===== src/rtl/av_sprite_fetch_arbiter_if.sv =====
// Sprite fetch bus between the string renderers, the arbiter and the sprite ROM bank.
// master = renderer/ROM side, slave = arbiter.
interface av_sprite_fetch_arbiter_if #(
  parameter int NUM_CH = 6,
  parameter int ADDR_W = 10,
  parameter int SEL_W  = 4,
  parameter int DATA_W = 13
) ();
  // req[i] is the valid and gnt[i] the ready of channel i; a read transfers on
  // every edge where req[i] & gnt[i]. req/addr/sel stay stable until granted.
  logic                       enable;
  logic [NUM_CH-1:0]          req;
  logic [NUM_CH*ADDR_W-1:0]   req_addr;
  logic [NUM_CH*SEL_W-1:0]    req_sel;
  logic [NUM_CH-1:0]          gnt;
  logic                       rom_en;
  logic [ADDR_W-1:0]          rom_addr;
  logic [SEL_W-1:0]           rom_sel;
  logic [DATA_W-1:0]          rom_data;
  logic [NUM_CH-1:0]          rsp_valid;
  logic [DATA_W-1:0]          rsp_data;

  modport master (
    output enable, req, req_addr, req_sel, rom_data,
    input  gnt, rom_en, rom_addr, rom_sel, rsp_valid, rsp_data
  );

  modport slave (
    input  enable, req, req_addr, req_sel, rom_data,
    output gnt, rom_en, rom_addr, rom_sel, rsp_valid, rsp_data
  );
endinterface


===== src/rtl/av_sprite_fetch_arbiter.sv =====
// Round-robin arbiter sharing one sprite ROM bank among NUM_CH string renderers,
// with a pipelined read and a one-hot tag steering each pixel back to its requester.
module av_sprite_fetch_arbiter #(
  parameter int NUM_CH  = 6,
  parameter int ADDR_W  = 10,
  parameter int SEL_W   = 4,
  parameter int DATA_W  = 13,
  parameter int ROM_LAT = 2,
  localparam int PTR_W  = $clog2(NUM_CH)
) (
  input  logic                 clk65,
  input  logic                 reset,
  av_sprite_fetch_arbiter_if.slave bus,
  output logic [PTR_W-1:0]     dbg_ptr
);

  logic [PTR_W-1:0]  ptr_q;
  logic [PTR_W-1:0]  ptr_d;
  logic [NUM_CH-1:0] gnt;
  logic              found;
  logic [ADDR_W-1:0] gnt_addr;
  logic [SEL_W-1:0]  gnt_sel;

  logic              rom_en_q;
  logic [ADDR_W-1:0] rom_addr_q;
  logic [SEL_W-1:0]  rom_sel_q;
  logic [NUM_CH-1:0] rsp_valid_q;
  logic [DATA_W-1:0] rsp_data_q;

  // tag_q[0] is loaded with rom_en; tag_q[ROM_LAT] lines up with rom_data.
  logic [NUM_CH-1:0] tag_q [ROM_LAT+1];

  // Priority scan starting at ptr_q, wrapping modulo NUM_CH.
  always_comb begin
    gnt   = '0;
    found = 1'b0;
    if (bus.enable && !reset) begin
      for (int k = 0; k < NUM_CH; k++) begin
        for (int i = 0; i < NUM_CH; i++) begin
          if (!found && ((int'(ptr_q) + k) % NUM_CH == i) && bus.req[i]) begin
            found  = 1'b1;
            gnt[i] = 1'b1;
          end
        end
      end
    end
  end

  always_comb begin
    ptr_d    = ptr_q;
    gnt_addr = '0;
    gnt_sel  = '0;
    for (int i = 0; i < NUM_CH; i++) begin
      if (gnt[i]) begin
        ptr_d    = (i == NUM_CH - 1) ? '0 : PTR_W'(i + 1);
        gnt_addr = bus.req_addr[i*ADDR_W +: ADDR_W];
        gnt_sel  = bus.req_sel[i*SEL_W +: SEL_W];
      end
    end
  end

  always_ff @(posedge clk65 or posedge reset) begin
    if (reset) begin
      ptr_q       <= '0;
      rom_en_q    <= 1'b0;
      rom_addr_q  <= '0;
      rom_sel_q   <= '0;
      rsp_valid_q <= '0;
      rsp_data_q  <= '0;
      for (int k = 0; k <= ROM_LAT; k++) tag_q[k] <= '0;
    end else begin
      rom_en_q <= found;
      tag_q[0] <= gnt;
      if (found) begin
        ptr_q      <= ptr_d;
        rom_addr_q <= gnt_addr;
        rom_sel_q  <= gnt_sel;
      end
      for (int k = 1; k <= ROM_LAT; k++) tag_q[k] <= tag_q[k-1];
      rsp_valid_q <= tag_q[ROM_LAT];
      // Hold the last pixel between responses.
      if (|tag_q[ROM_LAT]) rsp_data_q <= bus.rom_data;
    end
  end

  assign bus.gnt       = gnt;
  assign bus.rom_en    = rom_en_q;
  assign bus.rom_addr  = rom_addr_q;
  assign bus.rom_sel   = rom_sel_q;
  assign bus.rsp_valid = rsp_valid_q;
  assign bus.rsp_data  = rsp_data_q;
  assign dbg_ptr       = ptr_q;

endmodule


===== src/flat_wrapper.sv =====
// flat-port wrapper written by rule: the top's interface ports become plain ports
module av_sprite_fetch_arbiter_flat 
#(
  parameter int NUM_CH  = 6,
  parameter int ADDR_W  = 10,
  parameter int SEL_W   = 4,
  parameter int DATA_W  = 13,
  parameter int ROM_LAT = 2,
  localparam int PTR_W  = $clog2(NUM_CH)
)
  (clk65, reset, dbg_ptr, bus_enable, bus_req, bus_req_addr, bus_req_sel, bus_rom_data, bus_gnt, bus_rom_en, bus_rom_addr, bus_rom_sel, bus_rsp_valid, bus_rsp_data);
  av_sprite_fetch_arbiter_if #(.NUM_CH(NUM_CH), .ADDR_W(ADDR_W), .SEL_W(SEL_W), .DATA_W(DATA_W)) bus_i ();
  input  logic clk65;
  input  logic reset;
  output logic [PTR_W-1:0] dbg_ptr;
  input wire logic [$bits(bus_i.enable)-1:0] bus_enable;
  input wire logic [$bits(bus_i.req)-1:0] bus_req;
  input wire logic [$bits(bus_i.req_addr)-1:0] bus_req_addr;
  input wire logic [$bits(bus_i.req_sel)-1:0] bus_req_sel;
  input wire logic [$bits(bus_i.rom_data)-1:0] bus_rom_data;
  output wire logic [$bits(bus_i.gnt)-1:0] bus_gnt;
  output wire logic [$bits(bus_i.rom_en)-1:0] bus_rom_en;
  output wire logic [$bits(bus_i.rom_addr)-1:0] bus_rom_addr;
  output wire logic [$bits(bus_i.rom_sel)-1:0] bus_rom_sel;
  output wire logic [$bits(bus_i.rsp_valid)-1:0] bus_rsp_valid;
  output wire logic [$bits(bus_i.rsp_data)-1:0] bus_rsp_data;
  assign bus_i.enable = bus_enable;
  assign bus_i.req = bus_req;
  assign bus_i.req_addr = bus_req_addr;
  assign bus_i.req_sel = bus_req_sel;
  assign bus_i.rom_data = bus_rom_data;
  assign bus_gnt = bus_i.gnt;
  assign bus_rom_en = bus_i.rom_en;
  assign bus_rom_addr = bus_i.rom_addr;
  assign bus_rom_sel = bus_i.rom_sel;
  assign bus_rsp_valid = bus_i.rsp_valid;
  assign bus_rsp_data = bus_i.rsp_data;
  av_sprite_fetch_arbiter #(.NUM_CH(NUM_CH), .ADDR_W(ADDR_W), .SEL_W(SEL_W), .DATA_W(DATA_W), .ROM_LAT(ROM_LAT)) u_core (.clk65(clk65), .reset(reset), .bus(bus_i), .dbg_ptr(dbg_ptr));
endmodule

===== config.mk =====
export PLATFORM = sky130hd
export DESIGN_NAME = av_sprite_fetch_arbiter_flat
export DESIGN_NICKNAME = d
export VERILOG_FILES = /design/src/rtl/av_sprite_fetch_arbiter_if.sv /design/src/rtl/av_sprite_fetch_arbiter.sv /design/src/flat_wrapper.sv
export SDC_FILE = /design/constraint.sdc
export NUM_CORES = 1
export LEC_CHECK = 0
export CELL_PAD_IN_SITES_DETAIL_PLACEMENT = 1
export CELL_PAD_IN_SITES_GLOBAL_PLACEMENT = 1
export CORE_MARGIN = 8
export CORE_UTILIZATION = 30
export DETAILED_ROUTE_END_ITERATION = 7
export GPL_TIMING_DRIVEN = 1
export PLACE_DENSITY_LB_ADDON = 0.1
export SETUP_SLACK_MARGIN = 0.15
export SKIP_CTS_REPAIR_TIMING = 1
export SLEW_MARGIN = 5
export SYNTH_ARGS = -nofsm -noshare
export SYNTH_HDL_FRONTEND = slang
export SYNTH_SLANG_ARGS = --single-unit
export TNS_END_PERCENT = 5

===== constraint.sdc =====
create_clock -name clk65 -period 5.08 [get_ports clk65]
set_clock_uncertainty 0.2 [all_clocks]
set_input_delay 0.762 -clock clk65 [delete_from_list [all_inputs] [get_ports clk65]]
set_output_delay 0.762 -clock clk65 [all_outputs]
set_load 0.02 [all_outputs]

# After elaboration in Yosys (flattened, before gate mapping)
# Index checks and enable logic that the tools add are counted.
[totals]
word_cells = 293
ff_bits = 55
[classes]
reduce_logical = 117
eq_ne = 30
muxes = 126
div_mod_pow = 6
add_sub_neg = 5
[ops]
columns = ["operator", "count"]
rows = [
  ["32-bit by 3-bit equality test with 1-bit output, second input constant", 12],
  ["32-bit by 4-bit equality test with 1-bit output, second input constant", 12],
  ["32-bit by 2-bit equality test with 1-bit output, second input constant", 6],
  ["32-bit zero test", 6],
  ["32-bit by 4-bit remainder unit with 32-bit output, second input constant", 5],
  ["1-bit 2-to-1 mux", 107],
  ["1-bit logical AND", 72],
  ["10-bit 2-to-1 mux", 6],
  ["1-bit zero test", 36],
  ["4-bit by 4-bit remainder unit with 32-bit output, second input constant", 1],
  ["4-bit 2-to-1 mux", 6],
  ["3-bit 2-to-1 mux", 6],
  ["3-bit by 2-bit adder with 4-bit output, second input constant", 2],
  ["3-bit by 3-bit adder with 4-bit output, second input constant", 2],
  ["6-bit 2-to-1 mux", 1],
  ["6-bit nonzero test", 1],
  ["6-bit OR reduction", 1],
  ["3-bit by 1-bit adder with 4-bit output, second input constant", 1],
  ["2-bit AND reduction", 1],
]

# Longest topological paths before layout
# Gate-level depths: netlist (run 1).
[depth]
depth_word = 186
mapped_depth = 21

# Worst setup path after synthesis (run 1)
# OpenSTA, ideal clock, no wires.
[synth_path]
kind = "flip-flop to output port"
startpoint = "register u_core.ptr_q[1], in the netlist u_core.dbg_ptr[1]"
endpoint = "output port bus_gnt[2]"
setup_slack_ns = -0.180
t_arrival_ns = 4.298
stages_incl_launch_ff = 17
required_time_ns = 4.118
path_cell_list = "dfrtp_1 -> clkbuf_1 -> clkinv_1 -> ha_1 -> buf_2 -> clkbuf_1 -> inv_1 -> ha_1 -> nand2b_1 -> a211o_1 -> o21a_1 -> o31ai_1 -> nand3b_4 -> or3_4 -> nor3_1 -> o31a_2 -> buf_4"
[synth_via]
elab_chain_len = 165
[synth_rtl]
columns = ["item", "line_no", "rtl"]
rows = [
  ["from (decl)", "av_sprite_fetch_arbiter.sv:17", "logic [PTR_W-1:0] ptr_q;"],
  ["from (signal assigned)", "av_sprite_fetch_arbiter.sv:75", "ptr_q <= ptr_d;"],
  ["branches (longest 163 deep; another with 32-bit by 4-bit remainder unit with 32-bit output)", "--", ""],
  ["1-bit 2-to-1 mux (*)", "av_sprite_fetch_arbiter.sv:40", "if (!found && ((int'(ptr_q) + k) % NUM_CH == i) && bus.req[i]) begin"],
  ["6-bit 2-to-1 mux (*)", "av_sprite_fetch_arbiter.sv:37", "if (bus.enable && !reset) begin"],
  ["to (decl)", "flat_wrapper.sv:21", "output wire logic [$bits(bus_i.gnt)-1:0] bus_gnt;"],
]
# Every way passes the cells marked *. The select of a mux whose other input is x is not followed.

# Worst setup path in the final report (run 1)
[layout_path]
startpoint = "register u_core.ptr_q[0], in the netlist u_core.dbg_ptr[0]"
endpoint = "output port bus_gnt[5]"
[layout_via]
elab_chain_len = 180
[layout_rtl]
columns = ["item", "line_no"]
rows = [
  ["branches (longest 178 deep; another with 32-bit by 4-bit remainder unit with 32-bit output)", "--"],
  ["1-bit 2-to-1 mux (*)", "av_sprite_fetch_arbiter.sv:40"],
  ["6-bit 2-to-1 mux (*)", "av_sprite_fetch_arbiter.sv:37"],
]
# Marked as above.

==> results.sh, run 1 <==
export IMPL_vias_per_cell=5.372
export IMPL_hold_viol_final=0
export IMPL_peakVddDrop_mv=0.3532
export IMPL_cap_violations=0
export IMPL_first_pass_iters=4
export IMPL_crit_slowest_cell="dfrtp_2"
export IMPL_min_period_ns=4.715
export IMPL_setup_viol=0
export IMPL_final_setup_worst_slack_ns=0.3650
export IMPL_fmax_mhz=212.1
export IMPL_r2r_cells=16
export IMPL_p_per_area_nw_per_um2=737.7
export IMPL_die_w_um=130.9
export IMPL_clockPowerShare=0.079
export IMPL_grt_pass1_wl_um=24120
export IMPL_synth_area_leaders="dfrtp_1 35%, ha_1 6.0%, mux2_2 3.7%, nand2_1 3.5%, a31oi_1 3.0%"
export IMPL_startpoint_type="flop"
export IMPL_detailed_place_hpwl_um=12860
export IMPL_rr_startpoint="u_core.dbg_ptr[0]"
export IMPL_drtIter0Drc=219
export IMPL_io_pins=149
export IMPL_outcome="completed"
export IMPL_grt_pass1_vias=4536
export IMPL_die_y_um=130.9
export IMPL_synth_top_area_frac=0.3474
export IMPL_drcViolationCount=0
export IMPL_intPower_uw=2327
export IMPL_nets=723
export IMPL_die_area_um2=17140
export IMPL_numPortBuffers=148
export IMPL_ys_types=83
export IMPL_hold_end="u_core.tag_q[11]"
export IMPL_cp_common_cell="buf_4"
export IMPL_routabilityCongestion=0.9578
export IMPL_criticalPathCategory="reg2out"
export IMPL_final_instance_count_excl_fill=775
export IMPL_endpoint_kind="output pin"
export IMPL_synth_edf_count=0
export IMPL_core_um2=13090
export IMPL_overflow=0
export IMPL_rsz0062_at_grt="true"
export IMPL_reg2reg_slack_ns=0.57
export IMPL_drt_total_wl_um=15990
export IMPL_cts_buffers=5
export IMPL_synth_seq_area_share=0.3474
export IMPL_slew_viol_final=0
export IMPL_clock_root_buffer="clkbuf_16"
export IMPL_period_share=0.9282
export IMPL_antenna_found_initial=0
export IMPL_grt_total_usage=0.1804
export IMPL_avgSynthCellArea_um2=9.500
export IMPL_hold_depth=0
export IMPL_cts_htree_levels=2
export IMPL_p_comb_frac=0.764
export IMPL_relSlewSlack=0.3310
export IMPL_pre_cts_ws_ns=-0.01577
export IMPL_ctsLongestPathBuffers=2
export IMPL_hp_class="reg2reg"
export IMPL_yosysWarningCount=0
export IMPL_path_clk_slew_ns=0.08
export IMPL_yosysTopAreaCell="dfrtp_1"
export IMPL_required_ns=4.12
export IMPL_ant_nets=0
export IMPL_cp_max_fo=6
export IMPL_ys_flop_type="dfrtp_1"
export IMPL_vias=4163
export IMPL_swShare=0.4822
export IMPL_crit_path_max_incr_delay_ns=0.46
export IMPL_rr_endpoint="u_core.bus.rom_addr[1]"
export IMPL_cts_tree="yes"
export IMPL_syn_area_um2=3961
export IMPL_cts_sinks=55
export IMPL_path_cells="ha_1 -> xnor2_4 -> a21oi_1 -> ha_1 -> nor3_1 -> mux2i_1 -> a311oi_2 -> buf_4 -> a2111oi_4 -> buf_4 -> buf_4 -> a41oi_1 -> o32ai_1 -> a211oi_4 -> inv_1 -> dlymetal6s2s_1"
export IMPL_diodes=0
export IMPL_areaGrowthSynthToFinish_pct=53.79
export IMPL_grt_max_degree=56
export IMPL_initial_utilization=0.3027
export IMPL_crit_arrival_ns=3.75
export IMPL_synthesis_nets=542
export IMPL_tightestPinTransition_ns=1.003
export IMPL_p_sw_uw=2167
export IMPL_seq_power_share=0.157
export IMPL_num_rows=42
export IMPL_drive_gt1_frac=0.1820
export IMPL_routedWlPerCell_um=20.63
export IMPL_worst_skew_pair_late_latency_ns=0.29
export IMPL_worstHoldStart="u_core.tag_q[17]"
export IMPL_fin_setup_tns_ns=0
export IMPL_yosys_register_bits=55
export IMPL_syn_inst=417
export IMPL_dp_cells=766
export IMPL_p_leak_uw=0.002549
export IMPL_async_reset_ff_frac=1.000
==> cell usage in the layout, fill, tap and decap left out, types with 4 or more instances in the layout <==
cell type	n
o22ai_1	16
and3_1	4
clkdlybuf4s50_1	142
clkbuf_16	5
dfrtp_1	53
nand2_1	37
nor2b_1	5
o21a_1	4
inv_1	16
buf_4	50
a22oi_1	15
a21boi_0	4
o21ai_0	11
nand2b_1	5
a31oi_1	16
a21o_1	5
nor3_1	10
mux2_2	13
nor2_1	19
mux2i_1	6
nand3_1	13
a221oi_1	12
ha_1	18
a21oi_1	21
a211o_1	4
==> final cells by class <==
type	count	area, um2
timing repair buffer	198	1849
sequential	55	1379
clock buffer	5	125.1
clock inverter	3	27.53
multi-input combinational	320	2422
tap	176	220.2
fill	1511	6993
inverter	18	68.82
==> registers in the layout (all words and copies together), names as in the netlist <==
register              cells
u_core.bus.rsp_data      13
u_core.tag_q             18
u_core.bus.rsp_valid      6
u_core.dbg_ptr            3
u_core.bus.rom_en         1
u_core.bus.rom_sel        4
u_core.bus.rom_addr      10
==> metrics by stage <==
step           instance area (um2)  power (uW)    util  hold WS, ns
6_report                      6092        4494  0.4656       0.1446
3_3_place_gp                  5877        3999  0.4491       0.1318
4_1_cts                       6030        4445  0.4608       0.1453
3_5_place_dp                  5877        4072  0.4491       0.1363
2_1_floorplan                 3965        2799       -       0.1312
5_1_grt                       6092        4853  0.4656       0.1585
==> layer usage <==
layer | wire, um | GRT usage | vias to the layer above | part of all wire
met5 | 0 | 0 | - | 0
met4 | 166 | 0.03849 | 0 | 0.010
met3 | 1097 | 0.03977 | 10 | 0.069
met2 | 7913 | 0.3159 | 124 | 0.49
met1 | 6809 | 0.2217 | 2059 | 0.43
li1 | - | - | 1970 | -
==> logic make-up (layout without fill, tap and decap cells) <==
kind of cell,after synthesis,in the layout,share of synthesized area
flops,55,55,0.3474
compound gates,157,157,0.2985
mux,20,20,0.05591
fa+ha+maj,19,19,0.06001
buf+inv,42,224,0.05622
simple gates,121,121,0.1687
xor+xnor,3,3,0.01327
==> worst max-delay path, delay by kind of cell (launching register included) <==
kind	cells	cell delay, ns
AO/OA/AOI/OAI	6	0.96
XOR/XNOR	1	0.18
adder cells (fa/ha/maj)	2	0.63
buffers and inverters	5	0.83
flip-flops	1	0.46
multiplexers	1	0.13
AND/OR/NAND/NOR	1	0.27
==> power groups by stage <==
stage	sequential, uW	clock [uW]	combinational, uW
final	704	356	3430
after global routing	725	383	3750
after CTS	704	370	3370
after detailed placement	713	0	3360
after global placement	700	0	3300
after floorplan	869	0	1930
==> cells in the mapped netlist (all sizes together), types with 13 or more instances <==
cell type,instances
a21oi,22
a221oi,14
a22oi,15
a31oi,20
buf,16
dfrtp,55
ha,19
inv,17
mux2,14
nand2,38
nand3,13
nor2,19
o22ai,16
==> how the worst max path moves through the flow <==
stage	from	endpoint	slack [ns]	cells past startpoint
after CTS	u_core.dbg_ptr[1]	bus_gnt[2]	-0.38	15
after floorplan	u_core.dbg_ptr[0]	bus_gnt[2]	0.08	16
final	u_core.dbg_ptr[0]	bus_gnt[5]	0.36	16
after global routing	u_core.dbg_ptr[1]	bus_gnt[3]	0.10	16
after detailed placement	u_core.dbg_ptr[1]	bus_gnt[4]	-0.02	15
after global placement	bus_req[2]	bus_gnt[5]	0.08	12
(Power assumes the default switching activity.)
==> run 2, diff against run 1 <==
CORE_ASPECT_RATIO = 1.75   (was unset)
==> run 2 against run 1 <==
Cell count down 0.26%; die area up 0.85%; hold slack improved by 0.0075 ns; first-iteration DRC count is 59% lower.
==> results.sh, run 2 (synthesized netlist as in run 1, its figures left out) <==
export IMPL_cp_max_fo=14
export IMPL_endpoint_kind="output pin"
export IMPL_startpoint="u_core.dbg_ptr[0]"
export IMPL_path_delay_family="compound AO/OA/AOI/OAI gates"
export IMPL_p_comb_frac=0.772
export IMPL_die_area_um2=17280
export IMPL_die_w_um=102.9
export IMPL_required_ns=4.12
export IMPL_first_pass_iters=4
export IMPL_rsz0062_at_grt="true"
export IMPL_grt_total_usage=0.2160
export IMPL_p_sw_uw=2274
export IMPL_whs_ns=0.1520
export IMPL_vias_per_cell=5.495
export IMPL_num_rows=55
export IMPL_drive_gt1_frac=0.1973
export IMPL_relSlewSlack=0.3052
export IMPL_crit_path_max_incr_delay_ns=0.47
export IMPL_tightestPinTransition_ns=1.042
export IMPL_setup_viol=0
export IMPL_numPortBuffers=148
export IMPL_outcome="completed"
export IMPL_final_cell_area_um2=6135
export IMPL_nets=722
export IMPL_crit_arrival_ns=3.78
export IMPL_initial_utilization=0.3062
export IMPL_placed_cell_area_um2=5868
export IMPL_detailed_place_hpwl_um=15540
export IMPL_final_setup_worst_slack_ns=0.3426
export IMPL_grt_max_degree=56
export IMPL_drcViolationCount=0
export IMPL_intPower_uw=2375
export IMPL_routabilityCongestion=0.9330
export IMPL_cp_num_buf_inv=4
export IMPL_peakVddDrop_mv=0.4601
export IMPL_slew_viol_final=0
export IMPL_p_per_area_nw_per_um2=757.8
export IMPL_cts_buffers=5
export IMPL_grt_pass1_vias=4639
export IMPL_cts_htree_levels=2
export IMPL_path_cells="inv_1 -> buf_4 -> ha_1 -> a211o_1 -> a21boi_0 -> a221o_1 -> a2111oi_4 -> buf_4 -> and2_2 -> nand3_1 -> o311a_1 -> nor3_2 -> buf_4"
export IMPL_pre_cts_ws_ns=0.01877
export IMPL_worst_skew_pair_late_latency_ns=0.30
export IMPL_final_common_cell="clkdlybuf4s50_1"
export IMPL_hold_viol_final=0
export IMPL_routedWlPerCell_um=24.18
export IMPL_crit_slowest_cell="dfrtp_2"
export IMPL_drt_total_wl_um=18690
export IMPL_startpoint_type="flop"
export IMPL_final_instance_count_excl_fill=773
export IMPL_largest_reg_flops=18
export IMPL_regMostFlops="u_core.tag_q"
export IMPL_dp_cells=761
export IMPL_criticalPathCategory="reg2out"
export IMPL_hp_class="reg2reg"
export IMPL_cts_tree="yes"
export IMPL_p_leak_uw=0.002525
export IMPL_path_clk_slew_ns=0.07
export IMPL_ant_nets=0
export IMPL_die_y_um=168.0
export IMPL_swShare=0.4891
export IMPL_io_pins=149
export IMPL_antenna_found_initial=5
export IMPL_seq_power_share=0.151
export IMPL_clockPowerShare=0.078
export IMPL_vias=4248
export IMPL_drtIter0Drc=90
export IMPL_areaGrowthSynthToFinish_pct=54.86
export IMPL_mostFrequentLayoutCells="142 x clkdlybuf4s50_1, 54 x dfrtp_1, 48 x buf_4, 37 x nand2_1, 20 x a21oi_1"
export IMPL_cp_common_cell="buf_4"
export IMPL_ctsLongestPathBuffers=2
export IMPL_cts_sinks=55
export IMPL_min_period_ns=4.737
export IMPL_core_um2=12940
export IMPL_period_share=0.9326
export IMPL_cap_violations=0
export IMPL_fmax_mhz=211.1
export IMPL_rr_startpoint="u_core.dbg_ptr[1]"
export IMPL_overflow=0
export IMPL_grt_pass1_wl_um=27750
export IMPL_worstHoldStart="u_core.tag_q[6]"
export IMPL_clock_root_buffer="clkbuf_16"
run 2: area by class of cell:
class / instances / area (um2)
fill: 1535 / 6803
multi-input combinational: 320 / 2469
timing repair buffer: 197 / 1837
sequential: 55 / 1378
tap: 171 / 214.0
clock buffer: 5 / 125.1
inverter: 18 / 68.82
clock inverter: 3 / 33.78
antenna: 4 / 10.01
run 2: worst register-to-register path: cells and delay by family (launching register included):
family                   cells  cell delay (ns)
AO/OA/AOI/OAI               10             2.63
AND/OR/NAND/NOR              1             0.21
buffers and inverters        3             0.42
adder cells (fa/ha/maj)      2             0.58
flip-flops                   1             0.42
run 2: path summary, 6_finish.rpt:
kind	endpoint	slack, ns	depth (start not counted)
worst max-delay path	bus_gnt[0]	0.34	13
worst min-delay path	u_core.tag_q[0]	0.15	0
worst max register to register	u_core.bus.rom_addr[3]	0.52	16
worst min register to register	u_core.tag_q[0]	0.15	0
max in group asynchronous	u_core.dbg_ptr[0]	3.33	3
min in group asynchronous	u_core.bus.rsp_data[3]	0.85	3
run 2: metrics by stage:
stage	util	power (uW)	TNS, ns
6_report	0.4742	4649	0
5_1_grt	0.4742	4991	0
4_1_cts	0.4659	4559	-1.629
3_5_place_dp	0.4536	4175	0
3_3_place_gp	0.4536	4097	0
2_1_floorplan	-	2799	0
run 2: power groups by stage:
stage / sequential (uW) / clock [uW] / combinational (uW)
floorplan: 869 / 0 / 1930
global placement: 697 / 0 / 3400
detailed placement: 708 / 0 / 3470
CTS: 700 / 374 / 3480
global route: 723 / 387 / 3880
finish: 700 / 361 / 3590
run 2: per-layer routing:
layer / global-route usage / up-vias / share of wire
met5: 0 / - / 0.00096
met4: 0.1222 / 2 / 0.048
met3: 0.04131 / 38 / 0.065
met2: 0.4140 / 158 / 0.56
met1: 0.2012 / 2084 / 0.33
li1: - / 1966 / -
==> run 3, diff against run 2 <==
REMOVE_ABC_BUFFERS = 1   (was unset)
==> run 3 against run 2 <==
Die area unchanged; global-route usage shrank 0.69 points; non-clock buffer count increased by 7; first-iteration DRC count is 88% higher; cell count up 0.52%; combinational power about the same; via count is 1.0% higher; count of clock-buffer cells in the layout is 1 higher.
==> results.sh, run 3 (synthesized netlist as in run 1, its figures left out) <==
export IMPL_clockPowerShare=0.079
export IMPL_cp_max_fo=6
export IMPL_whs_ns=0.1505
export IMPL_n_fill_cell=1546
export IMPL_worstSetupEndpoint="bus_gnt[4]"
export IMPL_tightestPinTransition_ns=1.027
export IMPL_cts_tree="yes"
export IMPL_reg2reg_slack_ns=0.49
export IMPL_pre_cts_ws_ns=-0.04437
export IMPL_first_pass_iters=6
export IMPL_startpoint="u_core.dbg_ptr[1]"
export IMPL_crit_slowest_cell="or3b_2"
export IMPL_areaGrowthSynthToFinish_pct=55.69
export IMPL_crit_arrival_ns=3.86
export IMPL_num_rows=55
export IMPL_routedWlPerCell_um=23.24
export IMPL_ant_nets=0
export IMPL_r2r_cells=15
export IMPL_worst_skew_pair_late_latency_ns=0.30
export IMPL_crit_path_max_incr_delay_ns=0.51
export IMPL_cp_depth=15
export IMPL_swShare=0.4856
export IMPL_grt_max_degree=56
export IMPL_io_pins=149
export IMPL_drive_gt1_frac=0.1934
export IMPL_initial_utilization=0.3062
export IMPL_p_leak_uw=0.002571
export IMPL_p_per_area_nw_per_um2=754.2
export IMPL_die_w_um=102.9
export IMPL_drcViolationCount=0
export IMPL_core_um2=12940
export IMPL_hp_class="reg2reg"
export IMPL_antenna_found_initial=1
export IMPL_grt_total_usage=0.2090
export IMPL_cap_violations=0
export IMPL_largest_reg_flops=18
export IMPL_overflow=0
export IMPL_ctsLongestPathBuffers=2
export IMPL_grt_pass1_vias=4798
export IMPL_path_cells="buf_4 -> ha_2 -> xnor2_4 -> a21oi_1 -> ha_1 -> nand3b_1 -> or3b_2 -> o211ai_4 -> a2111oi_4 -> buf_4 -> buf_4 -> a211o_1 -> o21a_1 -> and3_2 -> buf_2"
export IMPL_numPortBuffers=148
export IMPL_cts_htree_levels=2
export IMPL_vias_per_cell=5.524
export IMPL_setup_viol=0
export IMPL_peakVddDrop_mv=0.5245
export IMPL_final_common_cell="clkdlybuf4s50_1"
export IMPL_clock_root_buffer="clkbuf_16"
export IMPL_startpoint_type="flop"
export IMPL_fmax_mhz=207.6
export IMPL_mostFrequentLayoutCells="142 x clkdlybuf4s50_1, 56 x buf_4, 55 x dfrtp_1, 37 x nand2_1, 20 x a21oi_1"
export IMPL_required_ns=4.12
export IMPL_p_sw_uw=2259
export IMPL_die_area_um2=17280
export IMPL_nets=729
export IMPL_cp_num_buf_inv=4
export IMPL_path_clk_slew_ns=0.08
export IMPL_drt_total_wl_um=18060
export IMPL_path_delay_family="simple AND/OR/NAND/NOR gates"
export IMPL_cp_common_cell="buf_4"
export IMPL_detailed_place_hpwl_um=14660
export IMPL_grt_pass1_wl_um=27380
export IMPL_total_power_uw=4651
export IMPL_intPower_uw=2393
export IMPL_p_comb_frac=0.771
export IMPL_seq_power_share=0.150
export IMPL_regMostFlops="u_core.tag_q"
export IMPL_period_share=0.9484
export IMPL_hold_viol_final=0
export IMPL_rr_startpoint="u_core.dbg_ptr[1]"
export IMPL_routabilityCongestion=0.9552
export IMPL_drtIter0Drc=169
export IMPL_cts_buffers=5
export IMPL_endpoint_kind="output pin"
export IMPL_criticalPathCategory="reg2out"
export IMPL_outcome="completed"
export IMPL_die_y_um=168.0
export IMPL_rr_endpoint="u_core.bus.rom_sel[1]"
export IMPL_slew_viol_final=0
export IMPL_min_period_ns=4.818
export IMPL_final_setup_worst_slack_ns=0.2622
export IMPL_vias=4292
export IMPL_rsz0062_at_grt="true"
export IMPL_relSlewSlack=0.3151
export IMPL_cts_sinks=55
## run 3: layout make-up
cell class                      count  area [um2]  area share
Inverter                           18       71.32     0.01156
Clock inverter                      2       17.52    0.002840
Antenna cell                        1       2.502   0.0004058
Multi-Input combinational cell    320        2454      0.3978
Clock buffer                        6       138.9     0.02252
Sequential cell                    55        1376      0.2232
Timing Repair Buffer              204        1893      0.3070
Tap cell                          171       214.0     0.03469
## run 3: worst min-delay path by stage
stage,start,endpoint,slack (ns),depth (start not counted)
3_3_place_gp,u_core.tag_q[17],u_core.tag_q[11],0.13,0
5_1_grt,u_core.tag_q[11],u_core.tag_q[5],0.16,0
2_1_floorplan,u_core.tag_q[6],u_core.tag_q[0],0.13,0
4_1_cts,u_core.tag_q[17],u_core.tag_q[11],0.15,0
3_5_place_dp,u_core.tag_q[17],u_core.tag_q[11],0.14,0
6_report,u_core.tag_q[17],u_core.tag_q[11],0.15,0
## run 3: per-layer routing
metal,global-route usage,part of all wire,vias up
met2,0.3927,0.54,161
li1,-,-,1978
met5,0,0,-
met4,0.1286,0.054,0
met3,0.05246,0.075,51
met1,0.1902,0.33,2102
## run 3: through the flow
stage	std cells	area, um2	TNS [ns]	utilization
finish	777	6167	0	0.4767
global route	777	6167	0	0.4767
CTS	774	6063	-2.189	0.4687
detailed placement	766	5907	-0.1020	0.4566
global placement	766	5907	0	0.4566
floorplan	393	3806	-7.455	-
## run 3: power by group through the flow
stage | clock network, uW | logic, uW | registers [uW]
after floorplan | 0 | 1780 | 912
after global placement | 0 | 3390 | 695
after detailed placement | 0 | 3470 | 705
after CTS | 379 | 3480 | 698
after global routing | 394 | 3870 | 722
final | 365 | 3590 | 699
## run 3: worst reg2reg max path: cells and delay by family, from the launching register on
family	cells	cell delay, ns
AOI/OAI and AO/OA	6	1.21
xor gates and xnor gates	1	0.16
buffers and inverters	1	0.18
adders and majority gates	2	0.57
and+or+nand+nor	5	1.77
DFF	1	0.42
==> variant, RTL diff (settings of run 2) <==
`NUM_CH` is set to 6 in 3 places; all go to 7.
--- a/src/rtl/av_sprite_fetch_arbiter_if.sv
+++ b/src/rtl/av_sprite_fetch_arbiter_if.sv
@@ -3,3 +3,3 @@
 interface av_sprite_fetch_arbiter_if #(
-  parameter int NUM_CH = 6,
+  parameter int NUM_CH = 7,
   parameter int ADDR_W = 10,
--- a/src/rtl/av_sprite_fetch_arbiter.sv
+++ b/src/rtl/av_sprite_fetch_arbiter.sv
@@ -3,3 +3,3 @@
 module av_sprite_fetch_arbiter #(
-  parameter int NUM_CH  = 6,
+  parameter int NUM_CH  = 7,
   parameter int ADDR_W  = 10,
--- a/src/flat_wrapper.sv
+++ b/src/flat_wrapper.sv
@@ -3,3 +3,3 @@
 #(
-  parameter int NUM_CH  = 6,
+  parameter int NUM_CH  = 7,
   parameter int ADDR_W  = 10,
Ports: changed (5 resized); port bits go from 149 to 166. The function was not compared with the original's and may differ.
==> variant against run 2 <==
The flow now finishes with violations (negative setup slack). Non-clock buffer count rose by 145. Clock power rose by 58%. Sequential power grew 11%. Wire length rose by 51%. Final area is 49% higher. Worst setup slack worse by 730 ps. Via count increased by 58%. Synthesized area up 40%. Sequential cell count increased by 4. Register-to-register slack got worse by 700 ps. Critical path depth rose by 4. Total power increased by 65%. Global-route usage is 1.9 points higher.
==> variant: results (changes against run 2) <==
Status - finished with violations
Violations in the final reports - negative setup slack
Hold path start - u_core.tag_q[8]
Commonest cells post-synth - dfrtp_1 (59), nand2_1 (58), nor2_1 (37), a21oi_1 (27), ha_1 (24)
Slowest stage delay, CP - 430 ps (-40 ps)
Final WS setup - -387.6 ps (-730.2 ps)
Routed WL per cell - 23.71 um (-2.0%)
First-pass GRT wire length - 42840 um (+54%)
Crit path max-delay family - simple AND/OR/NAND/NOR gates
Crit path to - bus_gnt[2]
Final cell count without fillers - 1187 (+54%)
Gr usage total - 23.53% (+1.9 points)
First-pass detailed-route iteration total - 7 (+3)
NumNets Final - 1092 (+51%)
CP max-delay cell - or4_4
Combinational power share - 82.5% (+5.3 points)
Worst slew margin - 49.57% (+19 points)
Num CTS Buffers - 9 (+4)
Seq/Total Area, Yosys - 26.68% (-8.1 points)
Share of layout cells above drive strength 1 - 30.81% (+11 points)
Critical path fanouts, max - 6 (-8)
Seq pwr share - 10.1% (-5.0 points)
Setup TNS - -2171 ps (-2171 ps)
Placed Area - 0.008730 mm^2 (+49%)
Final Setup Violations - 8 (+8)
M3 GR Usage - 4.342% (+0.21 points)
==> variant: changes by cell type after synthesis, sizes merged, moves of 7 or more <==
| cell | change |
|---|---|
| nor2 | +19 |
| mux2i | +9 |
| clkbuf | +13 |
| nand2 | +20 |
| mux2 | +7 |
| and2 | +12 |
| o32ai | +16 |
| nand4 | +8 |
| a222oi | +13 |
| a21oi | +10 |
| nand2b | +11 |
| nor2b | +8 |
| a22oi | -12 |
==> variant: logic make-up (layout without fill, tap and decap cells) <==
kind of cell,after synthesis,count (layout)
simple gates,223,223
buf+inv,65,381
fa+ha+maj,25,25
compound gates,219,219
mux,36,36
xor+xnor,8,8
other cells,0,2
flops,59,59
==> variant: cell type report <==
class	instances	area (um^2)
Antenna cell	2	5.005
Timing Repair Buffer	342	2984
Clock inverter	7	60.06
Multi-Input combinational cell	511	4024
Clock buffer	9	225.2
Tap cell	234	292.8
Fill cell	2101	8889
Inverter	23	96.34
Sequential cell	59	1479
